`src/rtl/dram_test_pkg.sv`:
```
// Shared types and test-pattern definitions for the Wishbone DRAM pattern tester.
package dram_test_pkg;

  typedef enum logic [2:0] {
    S_IDLE,
    S_WRITE,
    S_WAIT_WRITE,
    S_READ,
    S_WAIT_READ,
    S_CHECK,
    S_DONE
  } test_state_t;

  localparam int PAT_ADR_W  = 25;
  localparam int PAT_DATA_W = 256;

  localparam logic [7:0] PAT_A5 = 8'hA5;
  localparam logic [7:0] PAT_5A = 8'h5A;
  localparam logic [7:0] PAT_FF = 8'hFF;
  localparam logic [7:0] PAT_00 = 8'h00;
  localparam logic [7:0] PAT_F0 = 8'hF0;
  localparam logic [7:0] PAT_0F = 8'h0F;
  localparam logic [7:0] PAT_AA = 8'hAA;
  localparam logic [7:0] PAT_55 = 8'h55;

  // One 32-bit lane; sel 8 tags each lane with its index and the word address.
  function automatic logic [31:0] pattern_lane(input logic [3:0] sel,
                                               input logic [PAT_ADR_W-1:0] adr,
                                               input logic [2:0] lane);
    logic [7:0] b;
    case (sel)
      4'd1:    b = PAT_5A;
      4'd2:    b = PAT_FF;
      4'd3:    b = PAT_00;
      4'd4:    b = PAT_F0;
      4'd5:    b = PAT_0F;
      4'd6:    b = PAT_AA;
      4'd7:    b = PAT_55;
      default: b = PAT_A5;
    endcase
    return (sel == 4'd8) ? {4'h0, lane, adr} : {4{b}};
  endfunction

  function automatic logic [PAT_DATA_W-1:0] pattern_word(input logic [3:0] sel,
                                                        input logic [PAT_ADR_W-1:0] adr);
    logic [PAT_DATA_W-1:0] w;
    for (int i = 0; i < PAT_DATA_W / 32; i++) w[i*32 +: 32] = pattern_lane(sel, adr, 3'(i));
    return w;
  endfunction

endpackage

```
`src/rtl/dram_pattern_gen.sv`:
```
// Expected-data generator; one instance feeds both write data and read-back compare.
module dram_pattern_gen
  import dram_test_pkg::*;
#(
  parameter int ADDR_WIDTH = 25,
  parameter int DATA_WIDTH = 256
) (
  input  logic [3:0]            sel,
  input  logic [ADDR_WIDTH-1:0] adr,
  output logic [DATA_WIDTH-1:0] pattern
);
  localparam int LANES = DATA_WIDTH / 32;

  logic [PAT_ADR_W-1:0] adr_ext;
  assign adr_ext = PAT_ADR_W'(adr);

  for (genvar i = 0; i < LANES; i++) begin : g_lane
    assign pattern[i*32 +: 32] = pattern_lane(sel, adr_ext, 3'(i));
  end
endmodule

```
`src/rtl/wb_dram_pattern_tester.sv`:
```
// Wishbone classic master: writes a pattern over a DRAM window, reads it back and
// reports pass/fail, error count, first failing address and access timeout.
module wb_dram_pattern_tester
  import dram_test_pkg::*;
#(
  parameter int                  ADDR_WIDTH     = 25,
  parameter int                  DATA_WIDTH     = 256,
  parameter int                  NUM_WORDS      = 1024,
  parameter logic [ADDR_WIDTH-1:0] BASE_ADDR    = '0,
  parameter int                  TIMEOUT_CYCLES = 65535,
  localparam int                 SEL_WIDTH      = DATA_WIDTH / 8
) (
  input  logic                  sys_clk,
  input  logic                  rst_n,
  input  logic                  start,
  input  logic [3:0]            pattern_sel,
  input  logic                  init_done,
  input  logic                  init_error,
  output logic                  wb_cyc,
  output logic                  wb_stb,
  output logic                  wb_we,
  output logic [ADDR_WIDTH-1:0] wb_adr,
  output logic [SEL_WIDTH-1:0]  wb_sel,
  output logic [DATA_WIDTH-1:0] wb_dat_w,
  input  logic [DATA_WIDTH-1:0] wb_dat_r,
  input  logic                  wb_ack,
  input  logic                  wb_err,
  output logic                  busy,
  output logic                  done,
  output logic                  pass,
  output logic                  fail,
  output logic [15:0]           err_count,
  output logic [ADDR_WIDTH-1:0] first_err_addr,
  output logic                  timeout
);
  localparam int IDX_W = (NUM_WORDS > 1) ? $clog2(NUM_WORDS) : 1;
  localparam int TO_W  = $clog2(TIMEOUT_CYCLES + 1);
  localparam logic [IDX_W-1:0] LAST_IDX = IDX_W'(NUM_WORDS - 1);
  localparam logic [TO_W-1:0]  TO_LAST  = TO_W'(TIMEOUT_CYCLES - 1);

  test_state_t state, state_nxt;
  logic [IDX_W-1:0]      idx, idx_nxt;
  logic [3:0]            pat_sel;
  logic [DATA_WIDTH-1:0] rd_q, expected;
  logic [ADDR_WIDTH-1:0] adr_cur;
  logic [TO_W-1:0]       to_cnt;
  logic                  bus_act, init_fail_q, last, term, to_hit, err_evt;

  assign adr_cur = BASE_ADDR + ADDR_WIDTH'(idx);
  assign last    = (idx == LAST_IDX);
  assign idx_nxt = last ? '0 : idx + 1'b1;
  assign term    = wb_ack | wb_err;
  assign to_hit  = (to_cnt == TO_LAST);

  dram_pattern_gen #(.ADDR_WIDTH(ADDR_WIDTH), .DATA_WIDTH(DATA_WIDTH)) u_gen (
    .sel    (pat_sel),
    .adr    (adr_cur),
    .pattern(expected)
  );

  assign wb_cyc = bus_act;
  assign wb_stb = bus_act;
  assign wb_sel = '1;
  assign busy   = (state != S_IDLE) && (state != S_DONE);
  assign done   = (state == S_DONE);
  assign pass   = done && !init_fail_q && (err_count == 16'd0) && !timeout;
  assign fail   = done && !pass;

  // A bus error in either wait state or a data miscompare in CHECK is one error.
  assign err_evt = (((state == S_WAIT_WRITE) || (state == S_WAIT_READ)) && wb_err) ||
                   ((state == S_CHECK) && (rd_q != expected));

  always_ff @(posedge sys_clk or negedge rst_n) begin
    if (!rst_n) state <= S_IDLE;
    else        state <= state_nxt;
  end

  always_comb begin
    state_nxt = state;
    case (state)
      S_IDLE, S_DONE: if (start) begin
        if (init_error)     state_nxt = S_DONE;
        else if (init_done) state_nxt = S_WRITE;
      end
      S_WRITE:      state_nxt = S_WAIT_WRITE;
      S_WAIT_WRITE: if (term)        state_nxt = last ? S_READ : S_WRITE;
                    else if (to_hit) state_nxt = S_DONE;
      S_READ:       state_nxt = S_WAIT_READ;
      S_WAIT_READ:  if (wb_err)      state_nxt = last ? S_DONE : S_READ;
                    else if (wb_ack) state_nxt = S_CHECK;
                    else if (to_hit) state_nxt = S_DONE;
      S_CHECK:      state_nxt = last ? S_DONE : S_READ;
      default:      state_nxt = S_IDLE;
    endcase
  end

  always_ff @(posedge sys_clk or negedge rst_n) begin
    if (!rst_n) begin
      bus_act        <= 1'b0;
      wb_we          <= 1'b0;
      wb_adr         <= '0;
      wb_dat_w       <= '0;
      idx            <= '0;
      pat_sel        <= '0;
      rd_q           <= '0;
      to_cnt         <= '0;
      err_count      <= '0;
      first_err_addr <= '0;
      timeout        <= 1'b0;
      init_fail_q    <= 1'b0;
    end else begin
      case (state)
        S_IDLE, S_DONE: if (start && (init_error || init_done)) begin
          err_count      <= '0;
          first_err_addr <= '0;
          timeout        <= 1'b0;
          init_fail_q    <= init_error;
          idx            <= '0;
          pat_sel        <= pattern_sel;
        end
        S_WRITE, S_READ: begin
          bus_act <= 1'b1;
          wb_we   <= (state == S_WRITE);
          wb_adr  <= adr_cur;
          to_cnt  <= '0;
          if (state == S_WRITE) wb_dat_w <= expected;
        end
        S_WAIT_WRITE, S_WAIT_READ: begin
          if (term) begin
            bus_act <= 1'b0;
            wb_we   <= 1'b0;
            // A clean read ack defers the index step to CHECK.
            if ((state == S_WAIT_READ) && !wb_err) rd_q <= wb_dat_r;
            else                                  idx  <= idx_nxt;
          end else if (to_hit) begin
            bus_act <= 1'b0;
            wb_we   <= 1'b0;
            timeout <= 1'b1;
          end else begin
            to_cnt <= to_cnt + 1'b1;
          end
        end
        S_CHECK: idx <= idx_nxt;
        default: ;
      endcase
      if (err_evt) begin
        if (err_count == 16'd0)     first_err_addr <= wb_adr;
        if (err_count != 16'hFFFF) err_count      <= err_count + 16'd1;
      end
    end
  end
endmodule

```
`config.mk`:
```
export PLATFORM = sky130hd
export DESIGN_NAME = wb_dram_pattern_tester
export DESIGN_NICKNAME = d
export VERILOG_FILES = /design/src/rtl/dram_test_pkg.sv /design/src/rtl/dram_pattern_gen.sv /design/src/rtl/wb_dram_pattern_tester.sv
export SDC_FILE = /design/constraint.sdc
export NUM_CORES = 1
export LEC_CHECK = 0
export BUFFER_PORTS_ARGS = -buffer_cell sky130_fd_sc_hd__buf_2
export CAP_MARGIN = 10
export CORE_AREA = 2 2 246 248
export CTS_CLUSTER_SIZE = 16
export DETAILED_ROUTE_END_ITERATION = 6
export DIE_AREA = 0 0 248 250
export GPL_ROUTABILITY_DRIVEN = 0
export HOLD_SLACK_MARGIN = 0.03
export PLACE_DENSITY = 0.73
export SETUP_SLACK_MARGIN = 0.3
export SLEW_MARGIN = 20
export SYNTH_ARGS = -nofsm -noshare
export SYNTH_HDL_FRONTEND = slang
export SYNTH_HIERARCHICAL = 1
export SYNTH_SLANG_ARGS = --single-unit
```
`constraint.sdc`:
```
create_clock -name sys_clk -period 3.6 [get_ports sys_clk]
set_input_delay 0.54 -clock sys_clk [delete_from_list [all_inputs] [get_ports sys_clk]]
set_output_delay 0.54 -clock sys_clk [all_outputs]
set_load 0.005 [all_outputs]
```
==> impl_results.md, run 1 <==
* Remaining antenna violation count at 0
* Inst Count DP at 3,485
* Clock Latency Late Sink at between 0.6 and 0.7 ns
* R2R Path Start: pat_sel[0]$_DFFE_PN0P_
* Cell area after placement at 32,200 µm²
* Final hold violations at 0
* Worst path arrival time at 4.47 ns
* Root buf cell: clkbuf_16
* Overall Global Routing Usage at 30.0%
* Die ar. at 62,000 µm²
* Vias per cell at between 5 and 6
* Synth Cell Area at about 28,000 µm²
* Async set or reset register ratio after synthesis at 100%
* Starting DRC count in detailed routing at 1,246
* Crit path capture type: register
* Register area share after synthesis at 53.0%
* Number of antenna violations at the first check in global routing at 50
* Post-route setup slack at -0.371 ns
* Worst min-delay path category: in -> reg
* Main synth FF type: dfrtp_1
* Aggregate global routing overflow at 0
* Vias at 19.9k
* DRT met1 WL at 36,100 µm
* Fmax achieved at approximately 0.25 GHz
* Min Tclk post-route at 3.97 ns
* Final Max Tran Viols at 0
* First-pass GRT wire length at 136,000 µm
* EDFF count, synth at 0
* Worst slew margin at 50.2%
* # IOs at around 630
* Peak VDD IR at 592 µV
* Detail Placement HPWL at around 67,000 µm
* Final instance area at 35,500 µm²
* Largest net degree at the start of global routing at 106
* Reg2Reg Depth at 16
* Synth top area cells: dfrtp_1 (53%), mux2_2 (20%), xor2_1 (8.2%), buf_4 (7.3%), nor4_1 (1.6%)
* Max Cap Viol at 0
* Post-synth top area share at a little over half
* CTS tree: done
* Syn. warnings at 6
* # clock sinks at 600
* Synthesized area per cell at 12.8 µm²
* Highest routed metal layer: met5
* IO Port Bufs at between 500 and 600
* Worst setup startpoint: pat_sel[0]$_DFFE_PN0P_
* Area grow syn2layout at 25.2%
* Longest Clk Path Bufs at 3
* Outcome: finished, violations left
* Non-Filler Instances at 3,681
* RR Endpoint: err_count[12]$_DFF_PN0_
* CTS buffer count at 66
* Wire length on met2 at 46,200 µm
* Final setup viols at 41
* DIE WIDTH at 248 µm
* Initial Utilization at 47.6%
* Tcrit/Tclk final at 110%
* Clock Pin Slew Worst Setup and Hold Paths at 0.06 ns
* Layout cells sized above 1 at 54.4%
* # nets final at slightly above 3k
* Failing checks: negative setup slack
* Most frequent cells after synthesis: dfrtp_1 (600), mux2_2 (513), buf_4 (276), xor2_1 (266), nand2_1 (75)
* WL final at roughly 94,000 µm
* WS Path Type: reg -> reg
* DP Worst Slack at -0.677 ns
* Cell with the most instances after synthesis: dfrtp_1
* # DRC at 0
* Routed WL per cell at 25.4 µm
* Final setup TNS at -11.63 ns
* Post-synthesis cell type count at 59
* Post-synth top area cell: dfrtp_1
* Row cnt at 90
* RSZ-0062 raised after global routing: true
* CP Capture Point: err_count[12]$_DFF_PN0_
* Fin util at between 50% and 60%
* Crit start category: register
* Cell Pwr Density at 1070 nW/µm²
* Leakage at 0.0169 µW
* Slew @ Worst Pin at roughly 0.75 ns
* H-tree depth at 3
* R2R Setup Slk at -0.37 ns
* DIE HEIGHT at around 250 µm
* Vias in the first global route at approximately 21k
* Core area at 59,600 µm²
* WP data required at just over 4 ns
* Worst-path maximum fanout at 8
* Met3 wire len at between 7000 and 8000 µm
* Drt first pass iters at 5
* Synth Instances at 2,220
* Flops & latches, synth at 600
* Clk_skew at 0.0294 ns
-- worst min-delay path by stage --
| stage | endpoint | slack [ns] | start | cells after the start |
|---|---|---|---|---|
| finish | rd_q[243]$_DFFE_PN0P_ | 0.15 | wb_dat_r[243] | 2 |
| global route | rd_q[243]$_DFFE_PN0P_ | 0.14 | wb_dat_r[243] | 2 |
| CTS | rd_q[243]$_DFFE_PN0P_ | 0.12 | wb_dat_r[243] | 2 |
| detailed placement | wb_dat_w[97]$_DFFE_PN0P_ | 0.49 | wb_dat_w[97]$_DFFE_PN0P_ | 1 |
| global placement | init_fail_q$_DFFE_PN0P_ | 0.47 | init_fail_q$_DFFE_PN0P_ | 2 |
| floorplan | err_count[0]$_DFF_PN0_ | 0.24 | rst_n | 0 |
-- stage by stage --
step                power, µW  hold WS (ns)
finish                  38000         0.151
global route            39700         0.144
CTS                     37500         0.122
detailed placement      28800         0.490
global placement        28300         0.473
floorplan               22700         0.244
-- routing by layer --
| metal | up-vias | GRT usage [%] |
|---|---|---|
| met2 | 841 | 49.3 |
| met1 | 10246 | 37.3 |
| met4 | 36 | 11.5 |
| li1 | 8603 | - |
| met3 | 215 | 8.79 |
| met5 | - | 0 |
-- cell type report --
class / instances / area [µm²]
clock buffers: 89 / 1870
multi-input cells: 1311 / 11700
well taps: 782 / 978
fillers: 4665 / 24100
repair buffers: 827 / 5340
clock inverters: 24 / 407
flip-flops and latches: 600 / 15000
diodes: 29 / 72.6
inverters: 19 / 75.1
-- cells by family (layout without fill, tap and decap cells) --
| logic type | Yosys count | in the layout | synth area share, % |
|---|---|---|---|
| flip-flops | 600 | 600 | 53.0 |
| multiplexers | 524 | 524 | 20.8 |
| buffers and inverters | 373 | 959 | 8.69 |
| AND/OR/NAND/NOR | 335 | 338 | 6.51 |
| XOR/XNOR | 273 | 273 | 8.44 |
| AO/OA/AOI/OAI | 108 | 109 | 2.35 |
| adder cells (fa/ha/maj) | 5 | 5 | 0.221 |
| other | 2 | 91 | 0.0265 |
-- report_power, final --
group | internal (µW) | leakage, µW | switching [µW]
clock | 4310 | 0.00111 | 2830
combinational | 9330 | 0.00838 | 9840
sequential | 9630 | 0.00737 | 2010
-- repair_timing --
action / 4_1_cts / 5_1_grt
gates cloned: 4 / 0
buffers inserted: 35 / 14
hold buffers: 1 / 0
endpoints found under the hold margin: 59 / 0
endpoints found under the setup margin: 41 / 43
resized for setup: 63 / 23
pin swaps: 32 / 17
-- worst max-delay path, cell delays in order (launching register included) --
cell and delay [ns]:
dfrtp_2 0.44, xnor2_2 0.22, mux2_4 0.39, a21o_4 0.28, buf_4 0.20, xor2_1 0.17, nor4_2 0.37, nand4_1 0.32
nor4_4 0.25, buf_4 0.15, nand4_1 0.12, buf_6 0.17, a32oi_2 0.20, buf_6 0.19, buf_12 0.11, nor2_1 0.04
a211o_1 0.22
-- cell usage in the layout (no fill, tap or decap), types with 10 or more instances in the layout --
master	instances
nor2_4	14
nor3b_2	15
clkbuf_8	13
a21oi_1	23
xor2_1	262
nor3_1	10
mux2_2	513
nand2_1	75
nor2_1	49
inv_1	18
nand4_1	23
o21ai_0	36
mux2i_1	10
buf_4	187
diode_2	29
buf_6	17
buf_12	41
dfrtp_1	598
nand3_1	21
clkbuf_16	66
buf_2	580
nor4_2	34
nor4_1	35
conb_1	62
clkbuf_1	10
-- registers in the layout, summed over array words and instances, names as in the netlist --
| register | cells |
|---|---|
| wb_we | 1 |
| wb_dat_w | 256 |
| err_count | 16 |
| idx | 10 |
| state | 3 |
| pat_sel | 4 |
| wb_cyc | 1 |
| to_cnt | 16 |
| rd_q | 256 |
| timeout | 1 |
| init_fail_q | 1 |
| wb_adr | 10 |
| first_err_addr | 25 |
Power figures use the tool's default switching activity.
==> run 2, diff against run 1 <==
--- a/config.mk
+++ b/config.mk
@@ -5,7 +5,7 @@
 export SDC_FILE = /design/constraint.sdc
 export NUM_CORES = 1
 export LEC_CHECK = 0
-export BUFFER_PORTS_ARGS = -buffer_cell sky130_fd_sc_hd__buf_2
+export BUFFER_PORTS_ARGS = -buffer_cell sky130_fd_sc_hd__buf_4
 export CAP_MARGIN = 10
 export CORE_AREA = 2 2 246 248
 export CTS_CLUSTER_SIZE = 16
==> run 2 against run 1 <==
  * The run still ends with negative setup slack left
  * Non-clock buffer count is 2 lower
  * Clock skew is 0.0029 ns lower
  * Routed wire length is 0.67% higher
  * Sequential cell count stayed put
  * Power is 0.31% higher
  * Global-route usage is 0.18 points higher
  * Utilization is 2.0 points higher
  * Sequential share of layout area is 1.4 points lower
  * Final cell count is 0.19% lower
  * First-iteration DRC count is 5.4% lower
  * Critical path type unchanged
  * Critical endpoint is now err_count[15]$_DFF_PN0_
==> impl_results.md, run 2 (synthesized netlist as in run 1, its figures left out) <==
* Outcome: finished, violations left
* Failing checks: negative setup slack
* Routed WL per cell at 25.7 µm (+0.87%)
* Worst path arrival time at 4.42 ns (-0.05 ns)
* RR Endpoint: err_count[15]$_DFF_PN0_
* DIE WIDTH at 248 µm (unchanged)
* Starting DRC count in detailed routing at 1,179 (-5.4%)
* Root buf cell: clkbuf_16
* # nets final at 3,095 (-0.065%)
* Crit path capture type: register
* Crit start category: register
* H-tree depth at 3 (unchanged)
* Peak VDD IR at 637 µV (+7.7%)
* CTS buffer count at 66 (unchanged)
* Most frequent cells in the layout: buf_4 (777), dfrtp_1 (598), mux2_2 (513)
* Slew @ Worst Pin at 0.839 ns (+0.0925 ns)
* Hold path depth at 2 (unchanged)
* Final hold violations at 0 (unchanged)
* # IOs at 629 (unchanged)
* Regs by FF count: rd_q x256, wb_dat_w x256, first_err_addr x25
* WP data required at 4.08 ns (-0.02 ns)
* Layout cells sized above 1 at 54.1% (-0.21 points)
* R2R Path Start: pat_sel[0]$_DFFE_PN0P_
* M3 GR Usage at 8.31% (-0.47 points)
* Die ar. at 62,000 µm² (unchanged)
* Hold wc startpoint: wb_dat_r[205]
* Cell Pwr Density at 1040 nW/µm² (-2.9%)
* Final setup viols at 41 (unchanged)
* Filler Cell Count at 4,637 (-0.60%)
* Commonest non-fill, non-tap cell in the layout: buf_4
* WL final at 94,300 µm (+0.67%)
* Area grow syn2layout at 29.3%
* Tcrit/Tclk final at 109% (-0.84 points)
* Post-route setup slack at -0.341 ns (+0.0303 ns)
* Initial Utilization at 47.6% (unchanged)
* Busiest grt layer: met2
* Worst-path maximum fanout at 7 (-1)
* # clock sinks at 600 (unchanged)
* Met2 Track Usage GR at 49.1% (-0.21 points)
* Vias in the first global route at 20.7k (+0.16%)
* Row cnt at 90 (unchanged)
* Remaining antenna violation count at 0 (unchanged)
* Worst hold margin at 0.157 ns (+0.00549 ns)
* Hold Path End: rd_q[205]$_DFFE_PN0P_
* First-pass GRT wire length at 137,000 µm (+0.31%)
* Worst slew margin at 44.1% (-6.2 points)
* DIE HEIGHT at 250 µm (unchanged)
* Core area at 59,600 µm² (unchanged)
* Number of antenna violations at the first check in global routing at 23 (-54%)
* Clk_skew at 0.0266 ns (-0.00286 ns)
* Final Max Tran Viols at 0 (unchanged)
* Aggregate global routing overflow at 0 (unchanged)
* IO Port Bufs at 581 (unchanged)
* Min Tclk post-route at 3.94 ns (-0.0303 ns)
* Sequential cell area at 15,000 µm² (unchanged)
* RSZ-0062 raised after global routing: true
* # DRC at 0 (unchanged)
* R2R Setup Slk at -0.34 ns (+0.03 ns)
* Reg2Reg Depth at 17 (+1)
* Max Cap Viol at 0 (unchanged)
* Vias at 19.8k (-0.70%)
* Longest Clk Path Bufs at 3 (unchanged)
* Drt first pass iters at 5 (unchanged)
* Clock Pin Slew Worst Setup and Hold Paths at 0.06 ns (about the same)
* Detail Placement HPWL at 68,700 µm (+2.2%)
* Clock Latency Late Sink at 0.61 ns (about the same)
* Fmax achieved at 0.254 GHz (+0.77%)
* Met1 Resource Use GR at 37.8% (+0.52 points)
* CTS tree: done
* Leakage at 0.0172 µW (+2.1%)
* Worst min-delay path category: in -> reg
* Vias per cell at 5.39 (-0.51%)
* Area occupied by multi-input gates at 11,700 µm² (about the same)
* DP Worst Slack at -0.877 ns (-0.200 ns)
* WS Path Type: reg -> reg
* Largest net degree at the start of global routing at 96 (-9.4%)
* Overall Global Routing Usage at 30.2% (+0.18 points)
run 2: worst max-delay path by stage:
stage	startpoint	to	slack, ns	depth (start not counted)
floorplan	pat_sel[0]$_DFFE_PN0P_	err_count[3]$_DFF_PN0_	0.31	13
global placement	pat_sel[0]$_DFFE_PN0P_	err_count[3]$_DFF_PN0_	-0.92	17
detailed placement	pat_sel[0]$_DFFE_PN0P_	err_count[3]$_DFF_PN0_	-0.88	17
CTS	pat_sel[1]$_DFFE_PN0P_	err_count[3]$_DFF_PN0_	-0.33	16
global route	pat_sel[0]$_DFFE_PN0P_	err_count[8]$_DFF_PN0_	-0.44	17
finish	pat_sel[0]$_DFFE_PN0P_	err_count[15]$_DFF_PN0_	-0.34	17
run 2: layout make-up:
class | count | share of cell area, %
Antenna cell | 18 | 0.123
Clock buffer | 91 | 5.06
Clock inverter | 28 | 0.826
Inverter | 19 | 0.195
Multi-Input combinational cell | 1311 | 31.9
Sequential cell | 600 | 41.0
Tap cell | 782 | 2.67
Timing Repair Buffer | 825 | 18.2
run 2: power by group:
group	total (µW)	switching (µW)	internal, µW
Combinational	19500	9580	9920
Sequential	11800	2170	9640
Clock	6780	2850	3930
run 2: worst max-delay path: stages (launching register included):
cell and delay, ns:
dfrtp_2 0.48, xnor2_4 0.25, buf_4 0.16, mux2_4 0.34, a21o_4 0.28, buf_4 0.17
xor2_1 0.15, nor4_1 0.27, nand4_1 0.17, nor4_2 0.34, buf_4 0.16, nand4_1 0.13
buf_6 0.17, a32oi_4 0.20, buf_6 0.18, buf_6 0.12, nor2_1 0.04, o211a_1 0.20
run 2: metrics by stage:
step	cells	util [%]	TNS [ns]	total power [µW]	instance area, µm²
after floorplan	2280	-	0	22700	28600
after global placement	3482	56.3	-33.76	29100	33500
after detailed placement	3482	56.3	-32.82	29500	33500
after CTS	3641	60.9	-11.77	37600	36300
after global routing	3671	61.5	-14.31	39900	36600
final	3674	61.5	-10.20	38100	36700
run 2: timing repair:
| item | in CTS | in global routing |
|---|---|---|
| pin swaps | 15 | 20 |
| hold endpoints to repair | 15 | 0 |
| buffers inserted | 34 | 15 |
| setup endpoints to repair | 41 | 43 |
| hold buffers | 1 | 0 |
| gates cloned | 5 | 0 |
| resized for setup | 46 | 32 |
run 2: per-layer routing:
metal / up-vias / wire (µm)
li1: 8593 / -
met1: 10216 / 37100
met2: 789 / 46000
met3: 192 / 7410
met4: 12 / 3700
met5: - / 80
